## src/rtl/rst_pkg.sv

```systemverilog
// Shared definitions for the reset sequencer: FSM states, reset-cause codes
// and the counter-width helper.
package rst_pkg;

    typedef enum logic [1:0] {
        ST_HOLD     = 2'd0,
        ST_LOCKWAIT = 2'd1,
        ST_RELEASE  = 2'd2,
        ST_RUN      = 2'd3
    } state_t;

    localparam logic [1:0] CAUSE_EXT  = 2'd0;
    localparam logic [1:0] CAUSE_SOFT = 2'd1;
    localparam logic [1:0] CAUSE_LOCK = 2'd2;

    // Width able to hold the value 'limit' itself.
    function automatic int cnt_width(input int limit);
        return $clog2(limit) + 1;
    endfunction

endpackage

```

## src/rtl/rst_sync_chain.sv

```systemverilog
// Flop chain that brings an asynchronous level into the clk domain.
// The asynchronous clear forces the chain output low immediately.
module rst_sync_chain #(
    parameter int STAGES = 2
) (
    input  logic clk,
    input  logic clr_n,
    input  logic din,
    output logic dout
);

    logic [STAGES-1:0] stages;

    // Shift the input through STAGES flops; clear asynchronously.
    // NOTE: clocked state uses non-blocking assignments so every flop samples
    // the pre-edge value of its neighbour, giving a true shift register.
    always_ff @(posedge clk or negedge clr_n) begin
        if (!clr_n) begin
            stages <= '0;
        end else begin
            stages <= {stages[STAGES-2:0], din};
        end
    end

    assign dout = stages[STAGES-1];

endmodule

```

## src/rtl/reset_sequencer.sv

```systemverilog
// Multi-channel reset generator: asserts all channel resets together
// (asynchronously via rst_in_n, or on the next edge for soft/lock aborts)
// and releases them one by one, STEP cycles apart, once the PLL is stable.
module reset_sequencer
    import rst_pkg::*;
#(
    parameter int NCH         = 4,
    parameter int SYNC_STAGES = 2,
    parameter int HOLD_CYCLES = 16,
    parameter int LOCK_FILT   = 16,
    parameter int STEP        = 16
) (
    input  logic           clk,
    input  logic           rst_in_n,
    input  logic           pll_locked,
    input  logic           soft_rst_req,
    output logic [NCH-1:0] rst_out_n,
    output logic           seq_done,
    output logic [1:0]     rst_cause
);

    localparam int HW = cnt_width(HOLD_CYCLES);
    localparam int LW = cnt_width(LOCK_FILT);
    localparam int SW = cnt_width(STEP);
    localparam int CW = cnt_width(NCH);

    logic          rst_sync;
    logic          lock_s;
    state_t        state;
    logic [HW-1:0] hold_cnt;
    logic [LW-1:0] lock_cnt;
    logic [SW-1:0] step_cnt;
    logic [CW-1:0] ch_idx;
    logic          abort;
    logic [1:0]    abort_cause;

    rst_sync_chain #(.STAGES(SYNC_STAGES)) u_rst_sync (
        .clk   (clk),
        .clr_n (rst_in_n),
        .din   (1'b1),
        .dout  (rst_sync)
    );

    rst_sync_chain #(.STAGES(SYNC_STAGES)) u_lock_sync (
        .clk   (clk),
        .clr_n (rst_in_n),
        .din   (pll_locked),
        .dout  (lock_s)
    );

    // Decide whether this cycle aborts back to HOLD; soft beats lock loss.
    // NOTE: every always_comb output gets a default first, so no path can
    // leave it unassigned and infer a latch.
    always_comb begin
        abort       = 1'b0;
        abort_cause = CAUSE_SOFT;
        if (state != ST_HOLD) begin
            if (soft_rst_req) begin
                abort = 1'b1;
            end else if (!lock_s && (state == ST_RELEASE || state == ST_RUN)) begin
                abort       = 1'b1;
                abort_cause = CAUSE_LOCK;
            end
        end
    end

    // Sequencer FSM with registered outputs.
    always_ff @(posedge clk or negedge rst_in_n) begin
        if (!rst_in_n) begin
            state     <= ST_HOLD;
            hold_cnt  <= '0;
            lock_cnt  <= '0;
            step_cnt  <= '0;
            ch_idx    <= '0;
            rst_out_n <= '0;
            seq_done  <= 1'b0;
            rst_cause <= CAUSE_EXT;
        end else if (abort) begin
            // Re-enter HOLD with hold_cnt at 0 so the full minimum hold applies.
            state     <= ST_HOLD;
            hold_cnt  <= '0;
            lock_cnt  <= '0;
            step_cnt  <= '0;
            ch_idx    <= '0;
            rst_out_n <= '0;
            seq_done  <= 1'b0;
            rst_cause <= abort_cause;
        end else begin
            case (state)
                ST_HOLD: begin
                    if (soft_rst_req) begin
                        hold_cnt <= '0;
                    end else if (rst_sync) begin
                        if (hold_cnt == HW'(HOLD_CYCLES - 1)) begin
                            hold_cnt <= '0;
                            lock_cnt <= '0;
                            state    <= ST_LOCKWAIT;
                        end else begin
                            hold_cnt <= hold_cnt + 1'b1;
                        end
                    end
                end
                ST_LOCKWAIT: begin
                    if (!lock_s) begin
                        lock_cnt <= '0;
                    end else if (lock_cnt == LW'(LOCK_FILT - 1)) begin
                        lock_cnt <= '0;
                        step_cnt <= '0;
                        ch_idx   <= '0;
                        state    <= ST_RELEASE;
                    end else begin
                        lock_cnt <= lock_cnt + 1'b1;
                    end
                end
                ST_RELEASE: begin
                    if (step_cnt == SW'(STEP - 1)) begin
                        step_cnt <= '0;
                        // Shifting a one in from bit 0 releases channels strictly in order.
                        rst_out_n <= (rst_out_n << 1) | NCH'(1);
                        if (ch_idx == CW'(NCH - 1)) begin
                            state    <= ST_RUN;
                            seq_done <= 1'b1;
                        end else begin
                            ch_idx <= ch_idx + 1'b1;
                        end
                    end else begin
                        step_cnt <= step_cnt + 1'b1;
                    end
                end
                ST_RUN: begin
                    seq_done <= 1'b1;
                end
            endcase
        end
    end

endmodule

```

## config.mk

```make
export PLATFORM = sky130hd
export DESIGN_NAME = reset_sequencer
export DESIGN_NICKNAME = d
export VERILOG_FILES = /design/src/rtl/rst_pkg.sv /design/src/rtl/rst_sync_chain.sv /design/src/rtl/reset_sequencer.sv
export SDC_FILE = /design/constraint.sdc
export NUM_CORES = 1
export LEC_CHECK = 0
export CAP_MARGIN = 10
export CORE_MARGIN = 2
export CORE_UTILIZATION = 52
export CTS_CLUSTER_DIAMETER = 40
export CTS_CLUSTER_SIZE = 40
export DETAILED_ROUTE_END_ITERATION = 8
export GPL_TIMING_DRIVEN = 0
export HOLD_SLACK_MARGIN = 0.02
export MAX_ROUTING_LAYER = met4
export PLACE_DENSITY = 0.75
export SYNTH_ARGS = -nofsm -noshare
export SYNTH_HDL_FRONTEND = slang
export SYNTH_SLANG_ARGS = --single-unit
```

## constraint.sdc

```tcl
create_clock -name clk -period 1.8 [get_ports clk]
set_input_delay 0.36 -clock clk [delete_from_list [all_inputs] [get_ports clk]]
set_output_delay 0.36 -clock clk [all_outputs]
set_load 0.05 [all_outputs]
```

==> results of run 1 <==
[worst min path at each step]
stage	to	from	cells past startpoint
6_report	u_rst_sync.stages[1]$_DFF_PN0_	u_rst_sync.stages[0]$_DFF_PN0_	0
5_1_grt	u_rst_sync.stages[1]$_DFF_PN0_	u_rst_sync.stages[0]$_DFF_PN0_	0
3_5_place_dp	u_lock_sync.stages[1]$_DFF_PN0_	u_lock_sync.stages[0]$_DFF_PN0_	0
2_1_floorplan	ch_idx[0]$_DFFE_PN0P_	rst_in_n	0
3_3_place_gp	u_lock_sync.stages[1]$_DFF_PN0_	u_lock_sync.stages[0]$_DFF_PN0_	0
4_1_cts	u_lock_sync.stages[1]$_DFF_PN0_	u_lock_sync.stages[0]$_DFF_PN0_	0
[timing repair]
item                                    CTS  global route
resized for setup                        25            17
setup buffers                            14            14
pin swaps                                 9            11
endpoints found under the setup margin   17             9
cloned                                    0             1
[sequential cells by signal (all words and copies together), names as in the netlist]
name / cells
hold_cnt: 5
rst_out_n: 4
step_cnt: 5
seq_done: 1
u_lock_sync.stages: 2
lock_cnt: 5
rst_cause: 2
state: 2
u_rst_sync.stages: 2
ch_idx: 3
[kinds of logic after synthesis]
family	count (synthesis)	synth area share
other cells	1	0.00235
simple gates	66	0.216
flops	31	0.486
buf+inv	12	0.0345
xor+xnor	2	0.0110
compound gates	40	0.166
fa+ha+maj	9	0.0706
mux	2	0.0125
[cell usage after synthesis]
cell / count
o21a_1: 3
or3b_1: 1
inv_1: 8
ha_1: 9
buf_2: 2
or2_2: 1
a22oi_1: 1
o41ai_1: 1
nand4_1: 1
nor4_1: 1
a21oi_1: 9
o211ai_2: 1
a31oi_1: 2
a221o_2: 1
clkbuf_1: 1
nand3_1: 12
nor2_1: 16
nand3b_4: 1
nor3_1: 4
o21ai_1: 1
or4_4: 1
and4b_1: 1
o22ai_1: 1
o21bai_2: 1
nor2b_1: 3
a22o_1: 1
o21ai_0: 11
dfrtp_1: 31
o21ba_2: 1
nand2_1: 17
buf_6: 1
nor2_2: 1
o31ai_1: 2
a21o_2: 1
nand2b_1: 4
a21o_1: 1
mux2i_1: 2
conb_1: 1
a21oi_2: 1
a31o_2: 1
or4_1: 1
nand4b_2: 1
xor2_1: 2
[per-layer routing]
metal / track usage / vias up
met1: 0.254 / 654
met5: - / -
met2: 0.347 / 24
met3: 0.0546 / 4
li1: - / 660
met4: 0.0844 / 0
[worst reg2reg max path: cells and delay by family, from the launching register on]
family	cells	cell delay, ps
flip-flops	1	520
AND/OR/NAND/NOR	2	940
AO/OA/AOI/OAI	2	240
[area by class of cell]
| class | instances | share of cell area |
|---|---|---|
| clock buffer | 7 | 0.0291 |
| timing repair buffer | 39 | 0.158 |
| clock inverter | 1 | 0.00336 |
| buffer | 1 | 0.00224 |
| sequential | 31 | 0.348 |
| multi-input combinational | 121 | 0.428 |
| inverter | 8 | 0.0135 |
| tap | 33 | 0.0185 |
[power groups by stage]
stage	sequential [W]	clock, W	combinational, W
final	0.000720	0.000464	0.000130
after global routing	0.000721	0.000502	0.000142
after CTS	0.000719	0.000473	0.000109
after detailed placement	0.000735	0	0.0000945
after global placement	0.000734	0	0.0000823
after floorplan	0.000732	0	0.0000542
[per-stage QoR]
stage / setup WS (ps) / TNS [ps]
final: 33.0 / 0
after floorplan: -30.1 / -30.1
after global routing: -36.9 / -121
after global placement: -496 / -10250
after detailed placement: -561 / -5610
after CTS: -0.0506 / -0.0506
==> run summary, run 1 <==
1st-iter DRT viols -> 74
Switching Share -> 0.241
Post-DP Area -> 1840 µm²
CP Capture Type -> flop
vias per inst -> 5.57
crit-path cells -> nor2b_1 > o21ai_2 > or4_1 > o21ai_0
crit path max-delay cell type -> dfrtp_1
buffers added on ports -> 10
Routed WL -> 3.56 mm
Core Region -> 2980 µm²
vias in the first global route -> 1,258
Critical Path Source -> u_lock_sync.stages[1]$_DFF_PN0_
Sequential Power Share -> 0.548
nets@finish -> 220
Clock Latency Late Sink -> 320 ps
fmax -> 0.566 GHz
Max-Cap Viols -> 0
pwr dens -> 589 nW/µm²
Yosys top cell area share -> 0.486
num rows -> 20
Chip Height -> 59.4 µm
Multi-input gate area -> 955 µm²
layout cells sized above 1 -> 0.351
crit path capture -> step_cnt[3]$_DFFE_PN0P_
CP Depth -> 4
FF+latch count, synth -> 31
Seq. cell area -> 777 µm²
CP peak stage delay -> 520 ps
ant diodes -> 0
reg-to-reg slack, setup -> 30 ps
R2R Path End -> step_cnt[3]$_DFFE_PN0P_
Hold WC Path Type -> flop to flop
RSZ-0062 raised after global routing -> yes
FF-to-FF Start -> u_lock_sync.stages[1]$_DFF_PN0_
num ports -> 11
critical path class -> flop to flop
total CTS buffers -> 5
GRT Util Overall -> 0.214
P_leak -> 1.05 nW
initial antenna violation count -> 0
Yosys top cell by area -> dfrtp_1
Arr. time, crit path -> 2020 ps
Post-Route M1 WL -> 1.61 mm
Crit path buffers/inverters -> 0
Layout Skew -> 11.5 ps
R2R cell count -> 4
Reg clk slew, reported paths -> 100 ps
post-route minimum period -> 1770 ps
Slew Limit Fails -> 0
Comb pwr share -> 0.099
clock tree buffer depth -> 2
area grow syn2layout -> 39.9%
Hold Buf Count CTS -> 0
Max transition margin -> 0.465
Cell Count, Final, Fillers Out -> 241
1st-pass router iterations -> 4
commonest non-fill, non-tap cell in the layout -> dfrtp_1
met2 WL post-DR -> 1.83 mm
final antenna-violating net count -> 0
CP Data Required Time -> 2050 ps
Distinct cells, synth -> 43
number of fill cells -> 189
Initial Utilization -> 0.536
Final Hold Vio Count -> 0
NetSw -> 0.000316 W
final core occ -> 0.750
DP HPWL -> 2.18 mm
Pint -> 0.000998 W
commonest non-fill, non-tap cells in the layout -> dfrtp_1 (30), buf_4 (24), nand2_1 (17)
largest net degree at the start of global routing -> 18
Max FO, Critical Path -> 7
Peak VDD IR -> 0.463 mV
CTS sink cnt -> 31
Final Cycle Share -> 0.982
Seq/Total Area, Yosys -> 0.486
Synth area leaders -> dfrtp_1 (49%), ha_1 (7.1%), nand2_1 (4.0%), nand3_1 (3.8%), nor2_1 (3.8%)
Remaining DRCs -> 0
CTS HTree Levels -> 2
# setup viols final -> 0
via count -> 1,342
Worst Max-Slew Pin Slew -> 799 ps
CTS tree -> built
syn_area_per_cell -> 9.79 µm²
cell family with the largest share of critical-path delay -> simple AND/OR/NAND/NOR gates
routed wl met3 -> 95 µm
placed insts -> 207
Root Driver -> clkbuf_4
Clock power frac -> 0.353
GP Congestion -> 0.780
CP startpoint kind -> flop
fin area -> 2230 µm²
drt wl/cell -> 14.8 µm
Hold WS -> 362 ps
Power Total -> 0.00131 W
DR top layer -> met4
die width -> 59.4 µm
cell count after synthesis -> 163
Yosys warnings -> 0
GR Overflow Total -> 0
status -> finished clean
first-pass GRT wire length -> 5.41 mm
synthesized area -> 1600 µm²
die area -> 3530 µm²
Mapped Nets -> 176
Power figures use the tool's default switching activity.
==> inputs of run 2 (changes only) <==
- REMOVE_ABC_BUFFERS: unset -> 1
==> run 2 against run 1 <==
  * The run now ends with setup timing left
  * Sequential share of layout area grew 0.49 points
  * Register-to-register slack lost 160 ps
  * Highest routed layer unchanged
  * Critical path depth grew 5
  * Total power shrank 2.1%
  * Clock power shrank 7.3%
  * Fmax shrank 8.4%
==> run summary, run 2 (same netlist as run 1, synthesis figures left out) <==
Core Region -> 2980 µm² (unchanged)
first-pass GRT wire length -> 5.75 mm (+6.4%)
post-route minimum period -> 1930 ps (+163 ps)
Clock Latency Late Sink -> 350 ps (+30 ps)
DP HPWL -> 2.14 mm (-1.9%)
Top Registers -> hold_cnt x5, lock_cnt x5, step_cnt x5
largest net degree at the start of global routing -> 18 (unchanged)
placed insts -> 203 (-1.9%)
GR Overflow Total -> 0 (unchanged)
Layout Skew -> 26.7 ps (+15.1 ps)
clock tree buffer depth -> 2 (unchanged)
Hold WC Path Type -> flop to flop
commonest non-fill, non-tap cell in the layout -> dfrtp_1
Top cell by count, worst path -> buf_6
die area -> 3530 µm² (unchanged)
pwr dens -> 585 nW/µm² (-0.67%)
failing checks -> setup timing
Power Total -> 0.00129 W (-2.1%)
Hold Buf Count CTS -> 0 (unchanged)
Peak VDD IR -> 0.431 mV (-6.9%)
number of fill cells -> 194 (+2.6%)
CTS sink cnt -> 31 (unchanged)
# setup viols final -> 3 (+3)
CP Data Required Time -> 2070 ps (+20 ps)
1st-pass router iterations -> 4 (unchanged)
via count -> 1,387 (+3.4%)
drt wl/cell -> 16.6 µm (+13%)
Max FO, Critical Path -> 4 (-3)
CTS tree -> built
vias per inst -> 5.88 (+5.5%)
Final Cycle Share -> 1.07 (+0.0905)
Slew Limit Fails -> 0 (unchanged)
Arr. time, crit path -> 2200 ps (+180 ps)
setup TNS -> -309 ps (-309 ps)
crit-path cells -> inv_2 > ha_4 > buf_6 > buf_6 > nor2_4 > a22oi_2 > o21ai_1 > a221o_2 > mux2i_1
RSZ-0062 raised after global routing -> yes
initial antenna violation count -> 0 (unchanged)
CP Capture Type -> flop
CP peak stage delay -> 440 ps (-80 ps)
status -> complete, but fails checks
total CTS buffers -> 5 (unchanged)
CTS HTree Levels -> 2 (unchanged)
Max-Cap Viols -> 0 (unchanged)
Cell Count, Final, Fillers Out -> 236 (-2.1%)
vias in the first global route -> 1,364 (+8.4%)
Root Driver -> clkbuf_4
GRT Util Overall -> 0.227 (+0.0125)
Routed WL -> 3.93 mm (+10%)
fmax -> 0.518 GHz (-8.4%)
crit path max-delay cell type -> dfrtp_2
Worst Max-Slew Pin Slew -> 756 ps (-43.3 ps)
area grow syn2layout -> 38.0%
Chip Height -> 59.4 µm (unchanged)
Remaining DRCs -> 0 (unchanged)
final core occ -> 0.739 (-0.0105)
Initial Utilization -> 0.536 (unchanged)
nets@finish -> 216 (-1.8%)
layout cells sized above 1 -> 0.355 (+0.00372)
Max transition margin -> 0.494 (+0.0289)
Hold WS -> 355 ps (-7.55 ps)
num ports -> 11 (unchanged)
critical path class -> flop to flop
buffers added on ports -> 10 (unchanged)
Reg clk slew, reported paths -> 110 ps (about the same)
1st-iter DRT viols -> 70 (-5.4%)
num rows -> 20 (unchanged)
P_leak -> 1.04 nW (-0.85%)
die width -> 59.4 µm (unchanged)
final setup margin -> -130 ps (-163 ps)
Final Hold Vio Count -> 0 (unchanged)
commonest non-fill, non-tap cells in the layout -> dfrtp_1 (30), buf_4 (21), nand2_1 (17)
final antenna-violating net count -> 0 (unchanged)
CP startpoint kind -> flop
GP Congestion -> 0.873 (+12%)
ant diodes -> 0 (unchanged)
==> run 2: timing repair <==
item / 4_1_cts / 5_1_grt
endpoints found under the setup margin: 23 / 10
pin swaps: 4 / 16
cloned: 0 / 0
buffers inserted: 12 / 14
gates resized for setup: 31 / 28
==> run 2: metrics by stage <==
stage / setup WS, ps / area (µm²)
final: -130 / 2200
after CTS: -82.4 / 1980
after detailed placement: -627 / 1740
after global routing: -177 / 2200
after global placement: -556 / 1710
after floorplan: -365 / 1570
==> run 2: final timing paths <==
path | start | to | slack [ps] | depth (start not counted)
min reg2reg | u_lock_sync.stages[0]$_DFF_PN0_ | u_lock_sync.stages[1]$_DFF_PN0_ | 350 | 0
min in group asynchronous | rst_in_n | state[0]$_DFFE_PN0P_ | 450 | 1
max reg2reg | state[1]$_DFFE_PN0P_ | state[1]$_DFFE_PN0P_ | -130 | 9
max in group asynchronous | rst_in_n | lock_cnt[4]$_DFFE_PN0P_ | 790 | 2
min | u_lock_sync.stages[0]$_DFF_PN0_ | u_lock_sync.stages[1]$_DFF_PN0_ | 350 | 0
max | state[1]$_DFFE_PN0P_ | state[1]$_DFFE_PN0P_ | -130 | 9
==> run 2: cell type report <==
type | instances | area, µm² | area share
Sequential cell | 31 | 777 | 0.353
Multi-Input combinational cell | 120 | 970 | 0.441
Inverter | 8 | 30.0 | 0.0136
Clock inverter | 1 | 5.00 | 0.00227
Clock buffer | 6 | 51.3 | 0.0233
Timing Repair Buffer | 37 | 327 | 0.148
Tap cell | 33 | 41.3 | 0.0188
==> run 2: power by group <==
group	switching, W	internal, W
clock	0.000249	0.000181
combinational	0.0000730	0.0000647
sequential	0.0000134	0.000706
==> run 2: layer usage <==
layer / track usage / share of wire
met1: 0.249 / 0.39
met2: 0.377 / 0.54
met3: 0.0721 / 0.031
met4: 0.0942 / 0.036
met5: - / 0
==> run 2: critical path, delay by kind of cell, from the launching register on <==
family          cells  cell delay, ps
compound gates      3             680
flops               1             440
buf+inv             3             340
mux                 1             190
fa+ha+maj           1             160
simple gates        1              30
==> inputs of run 3 (changes only) <==
- CTS_BUF_LIST: unset -> sky130_fd_sc_hd__clkbuf_8 sky130_fd_sc_hd__clkbuf_16
==> run 3 against run 2 <==
  * The run still ends with setup timing left
  * Final cell count increased by 0.85%
  * Routed wire length decreased by 0.89%
  * Sequential power hardly changed
  * Total power increased by 9.4%
  * Cell area increased by 2.3%
  * Fmax grew 3.8%
  * Sequential share of layout area shrank 0.79 points
  * Sequential cell count unchanged
  * Non-clock buffer count up 2
==> run summary, run 3 (same netlist as run 1, synthesis figures left out) <==
vias in the first global route -> 1,332 (-2.3%)
post-route minimum period -> 1860 ps (-70.8 ps)
NetSw -> 0.000340 W (+1.3%)
GP Congestion -> 0.873 (unchanged)
layout cells sized above 1 -> 0.346 (-0.00834)
Comb pwr share -> 0.095 (-0.012)
Top Registers -> hold_cnt x5, lock_cnt x5, step_cnt x5
Chip Height -> 59.4 µm (unchanged)
total CTS buffers -> 5 (unchanged)
final core occ -> 0.756 (+0.0168)
setup TNS -> -177 ps (+132 ps)
CTS tree -> built
status -> complete, but fails checks
failing checks -> setup timing
Final Hold Vio Count -> 0 (unchanged)
nets@finish -> 218 (+0.93%)
P_leak -> 1.09 nW (+4.2%)
CTS HTree Levels -> 2 (unchanged)
buffers added on ports -> 10 (unchanged)
fmax -> 0.538 GHz (+3.8%)
pwr dens -> 626 nW/µm² (+7.0%)
drt wl/cell -> 16.4 µm (-1.7%)
GRT Util Overall -> 0.234 (+0.00757)
area grow syn2layout -> 41.1%
largest net degree at the start of global routing -> 18 (unchanged)
CP Capture Type -> flop
Pint -> 0.00107 W (+12%)
Initial Utilization -> 0.536 (unchanged)
GR Overflow Total -> 0 (unchanged)
DP HPWL -> 2.14 mm (unchanged)
Clock power frac -> 0.394 (+0.060)
die width -> 59.4 µm (unchanged)
initial antenna violation count -> 0 (unchanged)
num rows -> 20 (unchanged)
Switching Share -> 0.241 (-0.0194)
CP Data Required Time -> 2000 ps (-70 ps)
die area -> 3530 µm² (unchanged)
Max transition margin -> 0.478 (-0.0167)
clock tree buffer depth -> 2 (unchanged)
Core Region -> 2980 µm² (unchanged)
Hold Buf Count CTS -> 0 (unchanged)
Reg clk slew, reported paths -> 70 ps (-40 ps)
Slew Limit Fails -> 0 (unchanged)
critical path class -> flop to flop
via count -> 1,404 (+1.2%)
Peak VDD IR -> 0.562 mV (+30%)
Routed WL -> 3.89 mm (-0.89%)
Hold WC Path Type -> flop to flop
final antenna-violating net count -> 0 (unchanged)
commonest non-fill, non-tap cell in the layout -> dfrtp_1
Arr. time, crit path -> 2050 ps (-150 ps)
1st-iter DRT viols -> 53 (-24%)
Remaining DRCs -> 0 (unchanged)
Layout Skew -> 14.3 ps (-12.4 ps)
first-pass GRT wire length -> 5.88 mm (+2.2%)
vias per inst -> 5.90 (+0.38%)
num ports -> 11 (unchanged)
1st-pass router iterations -> 4 (unchanged)
final setup margin -> -59.2 ps (+70.8 ps)
# setup viols final -> 5 (+2)
Power Total -> 0.00141 W (+9.4%)
CP startpoint kind -> flop
CTS sink cnt -> 31 (unchanged)
RSZ-0062 raised after global routing -> yes
Final Cycle Share -> 1.03 (-0.0393)
Max FO, Critical Path -> 6 (+2)
Worst Max-Slew Pin Slew -> 781 ps (+25.0 ps)
commonest non-fill, non-tap cells in the layout -> dfrtp_1 (30), buf_4 (25), nand2_1 (17)
ant diodes -> 0 (unchanged)
Root Driver -> clkbuf_8
Sequential Power Share -> 0.511 (-0.048)
Clock Latency Late Sink -> 280 ps (-70 ps)
Max-Cap Viols -> 0 (unchanged)
[run 3: changes by cell type in the layout (fill, tap and decap cells not counted), moves of 2 or more]
cell            previous run  this run
clkbuf_8                   1         6
buf_12                     0         2
buf_4                     21        25
buf_6                      4         1
dlymetal6s2s_1             0         2
clkbuf_4                   5         0
[run 3: critical path: stages (launching register included)]
cell	delay [ps]
dfrtp_1	400
inv_2	120
buf_12	120
ha_4	180
o21bai_4	120
a22o_4	230
or4_4	510
o211ai_2	80
[run 3: cell type report]
class | instances | area (µm²)
repair buffers | 39 | 364
inverters | 8 | 32.5
well taps | 33 | 41.3
clock inverters | 1 | 5.00
fillers | 185 | 727
multi-input cells | 120 | 948
flip-flops and latches | 31 | 777
clock buffers | 6 | 82.6
[run 3: power groups by stage]
stage	logic, W	registers, W	clock network, W
after CTS	0.000116	0.000718	0.000562
after global placement	0.0000686	0.000731	0
final	0.000134	0.000719	0.000556
after floorplan	0.0000424	0.000729	0
after detailed placement	0.0000818	0.000732	0
after global routing	0.000144	0.000720	0.000606
[run 3: metrics by stage]
| stage | setup slack, ps | area, µm² | hold WS (ps) | std cells |
|---|---|---|---|---|
| CTS | -44.8 | 2030 | 352 | 222 |
| global route | -105 | 2250 | 364 | 238 |
| detailed placement | -627 | 1740 | 339 | 203 |
| global placement | -556 | 1710 | 332 | 202 |
| finish | -59.2 | 2250 | 348 | 238 |
| floorplan | -365 | 1570 | 64.4 | 159 |
[run 3: worst paths after layout]
check,from,endpoint,slack [ps],cells past startpoint
max in group asynchronous,rst_in_n,lock_cnt[4]$_DFFE_PN0P_,710,2
worst min-delay path,u_lock_sync.stages[0]$_DFF_PN0_,u_lock_sync.stages[1]$_DFF_PN0_,350,0
worst max register to register,state[0]$_DFFE_PN0P_,lock_cnt[3]$_DFFE_PN0P_,-60,7
worst min register to register,u_lock_sync.stages[0]$_DFF_PN0_,u_lock_sync.stages[1]$_DFF_PN0_,350,0
worst max-delay path,state[0]$_DFFE_PN0P_,lock_cnt[3]$_DFFE_PN0P_,-60,7
min in group asynchronous,rst_in_n,state[0]$_DFFE_PN0P_,530,1
[run 3: metal layers]
metal  GRT usage  wire length [µm]
met4      0.0812                52
met5           -                 0
met2       0.392              2100
met3      0.0655               135
met1       0.267              1610
[run 3: timing repair]
action | 4_1_cts | 5_1_grt
setup endpoints to repair | 21 | 13
gates resized for setup | 31 | 22
setup buffers | 12 | 17
pin swaps | 3 | 12
